`config.mk`:
```
export PLATFORM = sky130hd
export DESIGN_NAME = and_arbiter_amisha
export DESIGN_NICKNAME = d
export VERILOG_FILES = /design/src/rtl/and_arbiter_amisha_pkg.sv /design/src/rtl/and_arbiter_amisha_rr_pick.sv /design/src/rtl/and_arbiter_amisha.sv
export SDC_FILE = /design/constraint.sdc
export NUM_CORES = 1
export LEC_CHECK = 0
export ABC_AREA = 1
export CAP_MARGIN = 20
export CORE_MARGIN = 3
export CORE_UTILIZATION = 55
export CTS_BUF_LIST = sky130_fd_sc_hd__clkbuf_8 sky130_fd_sc_hd__clkbuf_16
export CTS_CLUSTER_DIAMETER = 40
export CTS_CLUSTER_SIZE = 12
export DETAILED_ROUTE_END_ITERATION = 12
export DONT_BUFFER_PORTS = 1
export HOLD_SLACK_MARGIN = 0.08
export PLACE_DENSITY = 0.73
export SKIP_LAST_GASP = 1
export SLEW_MARGIN = 10
export SYNTH_ARGS = -nofsm -noshare
export SYNTH_HDL_FRONTEND = slang
export SYNTH_SLANG_ARGS = --single-unit
```
`constraint.sdc`:
```
create_clock -name clk_amisha -period 1.63 [get_ports clk_amisha]
set_input_delay 0.489 -clock clk_amisha [delete_from_list [all_inputs] [get_ports clk_amisha]]
set_output_delay 0.489 -clock clk_amisha [all_outputs]
set_load 0.05 [all_outputs]
```
`src/rtl/and_arbiter_amisha_pkg.sv`:
```
// and_arbiter_amisha_pkg: shared defaults and FSM encoding for the AND arbiter
package and_arbiter_amisha_pkg;
    localparam int DEF_N_REQ = 4;
    localparam int DEF_CNT_W = 8;
    typedef enum logic [1:0] {IDLE = 2'd0, CALC = 2'd1, RESULT = 2'd2} state_t;
endpackage

```
`src/rtl/and_arbiter_amisha_rr_pick.sv`:
```
// rr_pick_amisha: round-robin pick of the first request at or above the pointer
module rr_pick_amisha
    import and_arbiter_amisha_pkg::*;
#(
    parameter int N_REQ = DEF_N_REQ,
    localparam int IW = $clog2(N_REQ)
) (
    input  logic [N_REQ-1:0] i_req,
    input  logic [IW-1:0]    i_ptr,
    output logic [N_REQ-1:0] o_onehot,
    output logic [IW-1:0]    o_idx
);
    logic [IW-1:0] w_try;
    // scan downward from the farthest offset so the nearest set bit to the pointer wins last
    always_comb begin
        w_try = '0;
        o_idx = i_ptr;
        o_onehot = '0;
        for (int k = N_REQ - 1; k >= 0; k--) begin
            w_try = i_ptr + IW'(k);
            o_idx = i_req[w_try] ? w_try : o_idx;
        end
        if (|i_req) o_onehot[o_idx] = 1'b1;
    end
endmodule

```
`src/rtl/and_arbiter_amisha.sv`:
```
// and_arbiter_amisha: round-robin shared 3-input AND unit with ack handshake
module and_arbiter_amisha
    import and_arbiter_amisha_pkg::*;
#(
    parameter int N_REQ = DEF_N_REQ,
    parameter int CNT_W = DEF_CNT_W,
    localparam int IW = $clog2(N_REQ)
) (
    input  logic             clk_amisha,
    input  logic             reset_amisha,
    input  logic [N_REQ-1:0] req_amisha,
    input  logic [N_REQ-1:0] opa_amisha,
    input  logic [N_REQ-1:0] opb_amisha,
    input  logic [N_REQ-1:0] opc_amisha,
    input  logic             ack_amisha,
    output logic [N_REQ-1:0] gnt_amisha,
    output logic             y_amisha,
    output logic [IW-1:0]    id_amisha,
    output logic             valid_amisha,
    output logic             busy_amisha,
    output logic [CNT_W-1:0] ops_amisha
);
    state_t           r_state, w_next;
    logic [IW-1:0]    r_ptr, r_id, w_idx;
    logic [N_REQ-1:0] r_gnt, w_onehot;
    logic             r_a, r_b, r_c, r_y, r_valid;
    logic [CNT_W-1:0] r_ops;

    rr_pick_amisha #(.N_REQ(N_REQ)) u_pick (
        .i_req(req_amisha),
        .i_ptr(r_ptr),
        .o_onehot(w_onehot),
        .o_idx(w_idx)
    );

    // state register
    always_ff @(posedge clk_amisha or posedge reset_amisha) begin
        if (reset_amisha) r_state <= IDLE;
        else r_state <= w_next;
    end

    // next-state: capture on any request, one CALC cycle, hold RESULT until ack
    always_comb begin
        w_next = r_state;
        case (r_state)
            IDLE:    w_next = |req_amisha ? CALC : IDLE;
            CALC:    w_next = RESULT;
            RESULT:  w_next = ack_amisha ? IDLE : RESULT;
            default: w_next = IDLE;
        endcase
    end

    // datapath: operand capture, registered AND, result handshake and op counter
    always_ff @(posedge clk_amisha or posedge reset_amisha) begin
        if (reset_amisha) begin
            r_ptr <= '0;
            r_id <= '0;
            r_gnt <= '0;
            r_a <= 1'b0;
            r_b <= 1'b0;
            r_c <= 1'b0;
            r_y <= 1'b0;
            r_valid <= 1'b0;
            r_ops <= '0;
        end else begin
            case (r_state)
                IDLE: begin
                    r_gnt <= w_onehot;
                    if (|req_amisha) begin
                        r_id <= w_idx;
                        r_a <= opa_amisha[w_idx];
                        r_b <= opb_amisha[w_idx];
                        r_c <= opc_amisha[w_idx];
                    end
                end
                CALC: begin
                    r_gnt <= '0;
                    r_y <= r_a & r_b & r_c;
                    r_valid <= 1'b1;
                end
                RESULT: begin
                    if (ack_amisha) begin
                        r_valid <= 1'b0;
                        r_ptr <= r_id + IW'(1);
                        r_ops <= r_ops + CNT_W'(1);
                    end
                end
                default: r_gnt <= '0;
            endcase
        end
    end

    assign gnt_amisha = r_gnt;
    assign y_amisha = r_y;
    assign id_amisha = r_id;
    assign valid_amisha = r_valid;
    assign busy_amisha = (r_state != IDLE);
    assign ops_amisha = r_ops;
endmodule

```
==> results.md <==
* Worst path max stage delay at 470 ps
* Post-synthesis xor/xnor area fraction at 4.69%
* Post-synthesis mux area share at 0.862%
* Worst relative slew slack at 62.4%
* CTS max path bufs at 2
* Crit path max-delay cell type: dfrtp_2
* IO buf count at 0
* DRT Wirelength at 2.92 mm
* Total power at 3.87 mW
* Required time of the critical path at 1790 ps
* Failing checks: negative setup slack
* Final min period at 1700 ps
* CTS sink cnt at 23
* Crit Path Category: register to register
* Die Y at 54.7 um
* Nets@finish at 208
* Core Area at 2230 sq um
* Final Core Density at 70.3%
* Number of global-route vias before repair at 1083
* Tot GR Track Use at 21.5%
* Post-synthesis adder-cell area fraction at 0.958%
* Crit path capture type: register
* RSZ-0062 raised after global routing: yes
* Final period utilization at 104%
* Syn Nets at 188
* Sequential-to-total area share from yosys stat at 44.1%
* Remaining antenna violation count at 0
* Arrival time worst endpoint at 1860 ps
* DIE AREA at 3000 sq um
* Post-detailed-route via-to-cell ratio at 5.21
* Clk_lat worst skew at 270 ps
* WHS at 140 ps
* Worst setup SP type: register
* Worst Hold Class: primary input to async pin
* Starting Density at 58.5%
* Initial antenna violation count at 0
* DR vias at 1120
* First-pass GRT wire length at 4.60 mm
* Worst Clk Skew at 6.30 ps
* Die X at 54.7 um
* #FFs+latches synth at 23
* Gpl congestion at 0.755
* Design area at 1570 sq um
* Peak VDD IR at 1780 uV
* Final setup vio count at 4
* Compound-cell area share of the yosys netlist at 4.79%
* Final worst setup slack at -68.2 ps
* WL per Instance at 13.6 um
* Area Overhead vs Synth at 20.2%
* Root buf cell: clkbuf_8
* DP Area at 1430 sq um
* Post-route DRC at 0
* Total number of yosys warnings at 0
* P_leak at 0.835 nW
* Detailed Routing Iterations Pass 1 at 4
* Max Clk Rate at 0.589 GHz
* Number of distinct library cells after synthesis at 24
* DP HPWL at 2.19 mm
* Post-synthesis cell count at 168
* Layout cells sized above 1 at 33.2%
* Setup tns final at -207 ps
* # IOs at 36
* TritonCTS clock tree: built
* GRT Residual Overflow at 0
* CP cell instances: buf_6, nand2_2, nand2_2, nand2_2, nand2_2, inv_2, nand2_4, nand3_4, nand2_8, nand2_1, nand3_1, nand2_1, nand2_1, nand2_1
* Pwr Density at 2460 nW/um^2
* Cell Rows at 17
* Fillers at 191
* Clk slew on worst S/H paths at 80 ps
* Post-Syn Area at 1310 sq um
* Crit path max fanout at 7
* Initial DRC count at 22
* Max-cap violations at 0
* Outcome: complete, but fails checks
* H-tree Lvls at 1
* # diodes at 0
* Largest family of logic cells by synthesized area: simple AND/OR/NAND/NOR gates
* Post-synthesis simple-gate area fraction at 36.2%
* Final Slew Violations at 0
* R2R setup slack at -70 ps
* Largest net degree at the start of global routing at 24
* Avg Inst Size Synth at 7.78 sq um
* Num CTS Buffers at 3
* Worst-Margin Slew at 564 ps
* Final Hold Fails at 0
-- report_power, final --
part           internal (mW)  total (mW)  switching [mW]
logic                  0.809        2.24            1.43
clock network          0.171       0.350           0.179
registers              0.791        1.28           0.489
total                   1.77        3.87            2.10
-- state kept, by name, summed over array words and instances (netlist names) --
| register | cells |
|---|---|
| y_amisha | 1 |
| r_state | 2 |
| gnt_amisha | 4 |
| r_b | 1 |
| r_c | 1 |
| id_amisha | 2 |
| valid_amisha | 1 |
| r_ptr | 2 |
| ops_amisha | 8 |
| r_a | 1 |
-- cells in the mapped netlist --
cell	instances	area, sq um
nand2_1	56	210
dfrtp_1	23	576
nand3_1	19	95.1
inv_1	18	67.6
nand2_2	10	62.6
nor2_1	7	26.3
inv_2	6	22.5
o21ai_0	4	20.0
o21ai_1	4	20.0
xor2_1	4	35.0
xnor2_1	3	26.3
o31ai_1	2	15.0
buf_6	1	11.3
ha_1	1	12.5
inv_6	1	8.76
mux2_2	1	11.3
nand2_4	1	11.3
nand2_8	1	20.0
nand3_4	1	17.5
nand4_1	1	6.26
nor2_2	1	6.26
nor2_4	1	11.3
nor4_1	1	6.26
o21a_1	1	7.51
-- stage by stage --
stage / cells / worst slack, ps
after floorplan: 168 / 85.7
after global placement: 208 / -31.6
after detailed placement: 208 / -133
after CTS: 215 / -52.1
after global routing: 215 / -201
final: 215 / -68.2
-- layer usage --
| metal | track usage, % | vias up | wire, um |
|---|---|---|---|
| met1 | 25.7 | 532 | 1160 |
| met4 | 4.98 | 0 | 22 |
| li1 | - | 565 | - |
| met5 | 0 | - | 0 |
| met2 | 38.8 | 20 | 1620 |
| met3 | 4.63 | 3 | 121 |
-- layout by cell type, fill, tap and decap left out --
| cell | instances |
|---|---|
| ha_1 | 1 |
| buf_6 | 1 |
| clkinv_2 | 1 |
| o31ai_1 | 2 |
| o21ai_1 | 3 |
| nor2_4 | 1 |
| xnor2_1 | 3 |
| nand3_4 | 1 |
| nor4_1 | 1 |
| nand2_2 | 22 |
| nand2_1 | 42 |
| dfrtp_2 | 2 |
| mux2_2 | 1 |
| nand2_4 | 2 |
| nand3_2 | 2 |
| clkbuf_8 | 3 |
| o21a_1 | 1 |
| buf_4 | 15 |
| inv_2 | 6 |
| o21ai_0 | 4 |
| inv_1 | 18 |
| xor2_1 | 4 |
| nand4_1 | 1 |
| inv_6 | 1 |
| dfrtp_1 | 21 |
| nor2_2 | 1 |
| o21ai_2 | 1 |
| nand2_8 | 2 |
| nand3_1 | 17 |
| nor2_1 | 7 |
-- cell families (layout without fill, tap and decap cells) --
kind of cell	Yosys count	count (layout)
compound gates	11	11
xor+xnor	7	7
fa+ha+maj	1	1
buf+inv	26	45
flops	23	23
mux	1	1
simple gates	99	99
-- path summary, 6_finish.rpt --
| kind | end | start | cells after the start |
|---|---|---|---|
| max in group asynchronous | r_ptr[1]$_DFFE_PP0P_ | reset_amisha | 2 |
| worst min-delay path | r_c$_DFFE_PP0P_ | reset_amisha | 2 |
| worst max register to register | r_b$_DFFE_PP0P_ | r_ptr[0]$_DFFE_PP0P_ | 14 |
| worst min register to register | r_c$_DFFE_PP0P_ | r_c$_DFFE_PP0P_ | 2 |
| worst max-delay path | r_b$_DFFE_PP0P_ | r_ptr[0]$_DFFE_PP0P_ | 14 |
| min in group clk_amisha | r_state[1]$_DFF_PP0_ | ack_amisha | 1 |
-- worst max-delay path: cells and delay by family, from the launching register on --
family,cells,cell delay [ps]
buffers and inverters,2,190
flip-flops,1,470
AND/OR/NAND/NOR,12,920
-- cell type report --
class | instances | area, sq um | share of cell area, %
repair buffers | 16 | 124 | 7.89
clock inverters | 1 | 5.00 | 0.319
flip-flops and latches | 23 | 578 | 36.8
inverters | 25 | 98.8 | 6.29
multi-input cells | 119 | 688 | 43.8
clock buffers | 3 | 41.3 | 2.63
well taps | 28 | 35.0 | 2.23
-- timing repair --
item,CTS,global route
pin swaps,15,15
buffers inserted,3,0
endpoints found under the setup margin,8,9
hold buffers,0,0
resized for setup,20,4
(Power assumes the default switching activity.)
==> RTL change: new RTL, same flow settings <==
Set the package constant `DEF_CNT_W` to 10 (it was 8).
--- a/src/rtl/and_arbiter_amisha_pkg.sv
+++ b/src/rtl/and_arbiter_amisha_pkg.sv
@@ -2,5 +2,5 @@
 package and_arbiter_amisha_pkg;
     localparam int DEF_N_REQ = 4;
-    localparam int DEF_CNT_W = 8;
+    localparam int DEF_CNT_W = 10;
     typedef enum logic [1:0] {IDLE = 2'd0, CALC = 2'd1, RESULT = 2'd2} state_t;
 endpackage
Ports: changed (resized ops_amisha); port bits go from 36 to 38. No check against the original RTL was run, so the function may have changed too.
==> RTL change against the original RTL <==
  * The run still ends with setup timing left
  * Wire length rose by 4.1%
  * Setup slack improved by 0.054 ns
  * Synthesized area rose by 6.8%
  * Cell area rose by 7.8%
  * Sequential cell count rose by 2
  * Total power rose by 5.5%
  * Critical path depth fell by 4
  * Utilization rose by 2.7 points
  * Sequential share of layout area rose by 0.29 points
  * Largest power group unchanged
==> RTL change: results (changes against the original RTL) <==
* Synth top cells by count: nand2_1 (52), dfrtp_1 (25), nand3_1 (23) (was nand2_1 (56), dfrtp_1 (23), nand3_1 (19))
* Global routing usage on met1 at 23.9% (was 25.7%)
* Net count, final at 214 (was 208)
* Combinational share of power at 60.5% (was 57.9%)
* Met3 WL at 178 um (was 121 um)
* Relative slew slack at 55.2% (was 62.4%)
* Clk_skew at 0.00451 ns (was 0.00630 ns)
* Multiplexer share of the synthesized area at 0% (was 0.862%)
* Total GRT Usage at 19.1% (was 21.5%)
* Part of the Yosys area used for sequential elements at 44.8% (was 44.1%)
* CTS buffer count at 3 (unchanged)
* M3 GR Usage at 5.98% (was 4.63%)
* Pre-antenna DRT Iters at 5 (was 4)
* Max FFs per register at 10 (was 8)
* First-pass GRT wire length at 4870 um (was 4600 um)
* Main area contributors after synthesis: dfrtp_1 (45%), nand2_1 (14%), nand3_1 (8.3%) (was dfrtp_1 (44%), nand2_1 (16%), nand3_1 (7.3%))
* GPL Wtd Cong at 0.921 (was 0.755)
* Int Power at 1950 uW (was 1770 uW)
* End of the critical path: r_c$_DFFE_PP0P_ (was r_b$_DFFE_PP0P_)
* Area share of fa/ha/maj cells after synthesis at 0.897% (was 0.958%)
* Static Leakage at 0.000888 uW (was 0.000835 uW)
* Synth warn at 0 (unchanged)
* Metal-1 WL at 1290 um (was 1160 um)
* Met2 wire len at 1510 um (was 1620 um)
* Syn_nets at 191 (was 188)
* Routed WL at 3040 um (was 2920 um)
* Clk root buf: clkbuf_8 (unchanged)
* PwrDens at 2410 mW/mm^2 (was 2460 mW/mm^2)
* Synth Area in XOR/XNOR at 5.65% (was 4.69%)
* Library cells used by synthesis at 25 (was 24)
* Share of cells above drive strength 1 at 34.2% (was 33.2%)
* Final setup fails at 2 (was 4)
* M2 GR Usage at 32.2% (was 38.8%)
* Complex-gate fraction of the synthesized area at 5.47% (was 4.79%)
* CP Max Fanout at 7 (unchanged)
* Mapped Avg Cell Area at 8.16 sq um (was 7.78 sq um)
* Setup ws final at -0.0144 ns (was -0.0682 ns)
* Via density at 5.44 (was 5.21)
* Number of global-route vias before repair at 1,139 (was 1,083)
* # Post-CTS Setup Buffers at 0 (was 3)
* Layout Cells excl Fill at 221 (was 215)
* Post_cts resized at 1 (was 20)
* Largest net degree at the start of global routing at 16 (was 24)
* Violated checks: setup timing (unchanged)
* Worst vdd ir at 1890 uV (was 1780 uV)
* Post-DP HPWL at 2280 um (was 2190 um)
* Status: finished, violations left (unchanged)
==> RTL change: cell count changes in the layout (fill, tap and decap cells not counted), moves of 3 or more <==
cell,delta
nand3_1,+3
buf_4,+3
inv_2,-3
o21ai_0,+3
nand2_1,-4
nand2_4,+3
==> RTL change: final cells by class <==
cell class                 instances  area, sq um
fill                             182          626
sequential                        25          628
timing repair buffer              20          166
tap                               28         35.0
clock buffer                       3         41.3
multi-input combinational        124          736
inverter                          20         82.6
clock inverter                     1         3.75
==> RTL change: metrics by stage <==
stage / setup slack (ns) / cell area, sq um / utilization (%) / hold WS [ns] / setup TNS [ns]
after floorplan: 0.00771 / 1400 / - / 0.449 / 0
after global placement: -0.000315 / 1520 / 65.7 / 0.404 / -0.000315
after detailed placement: -0.0442 / 1520 / 65.7 / 0.412 / -0.151
after CTS: 0.000799 / 1570 / 67.7 / 0.130 / 0
after global routing: -0.136 / 1690 / 73.0 / 0.145 / -0.855
final: -0.0144 / 1690 / 73.0 / 0.118 / -0.0218
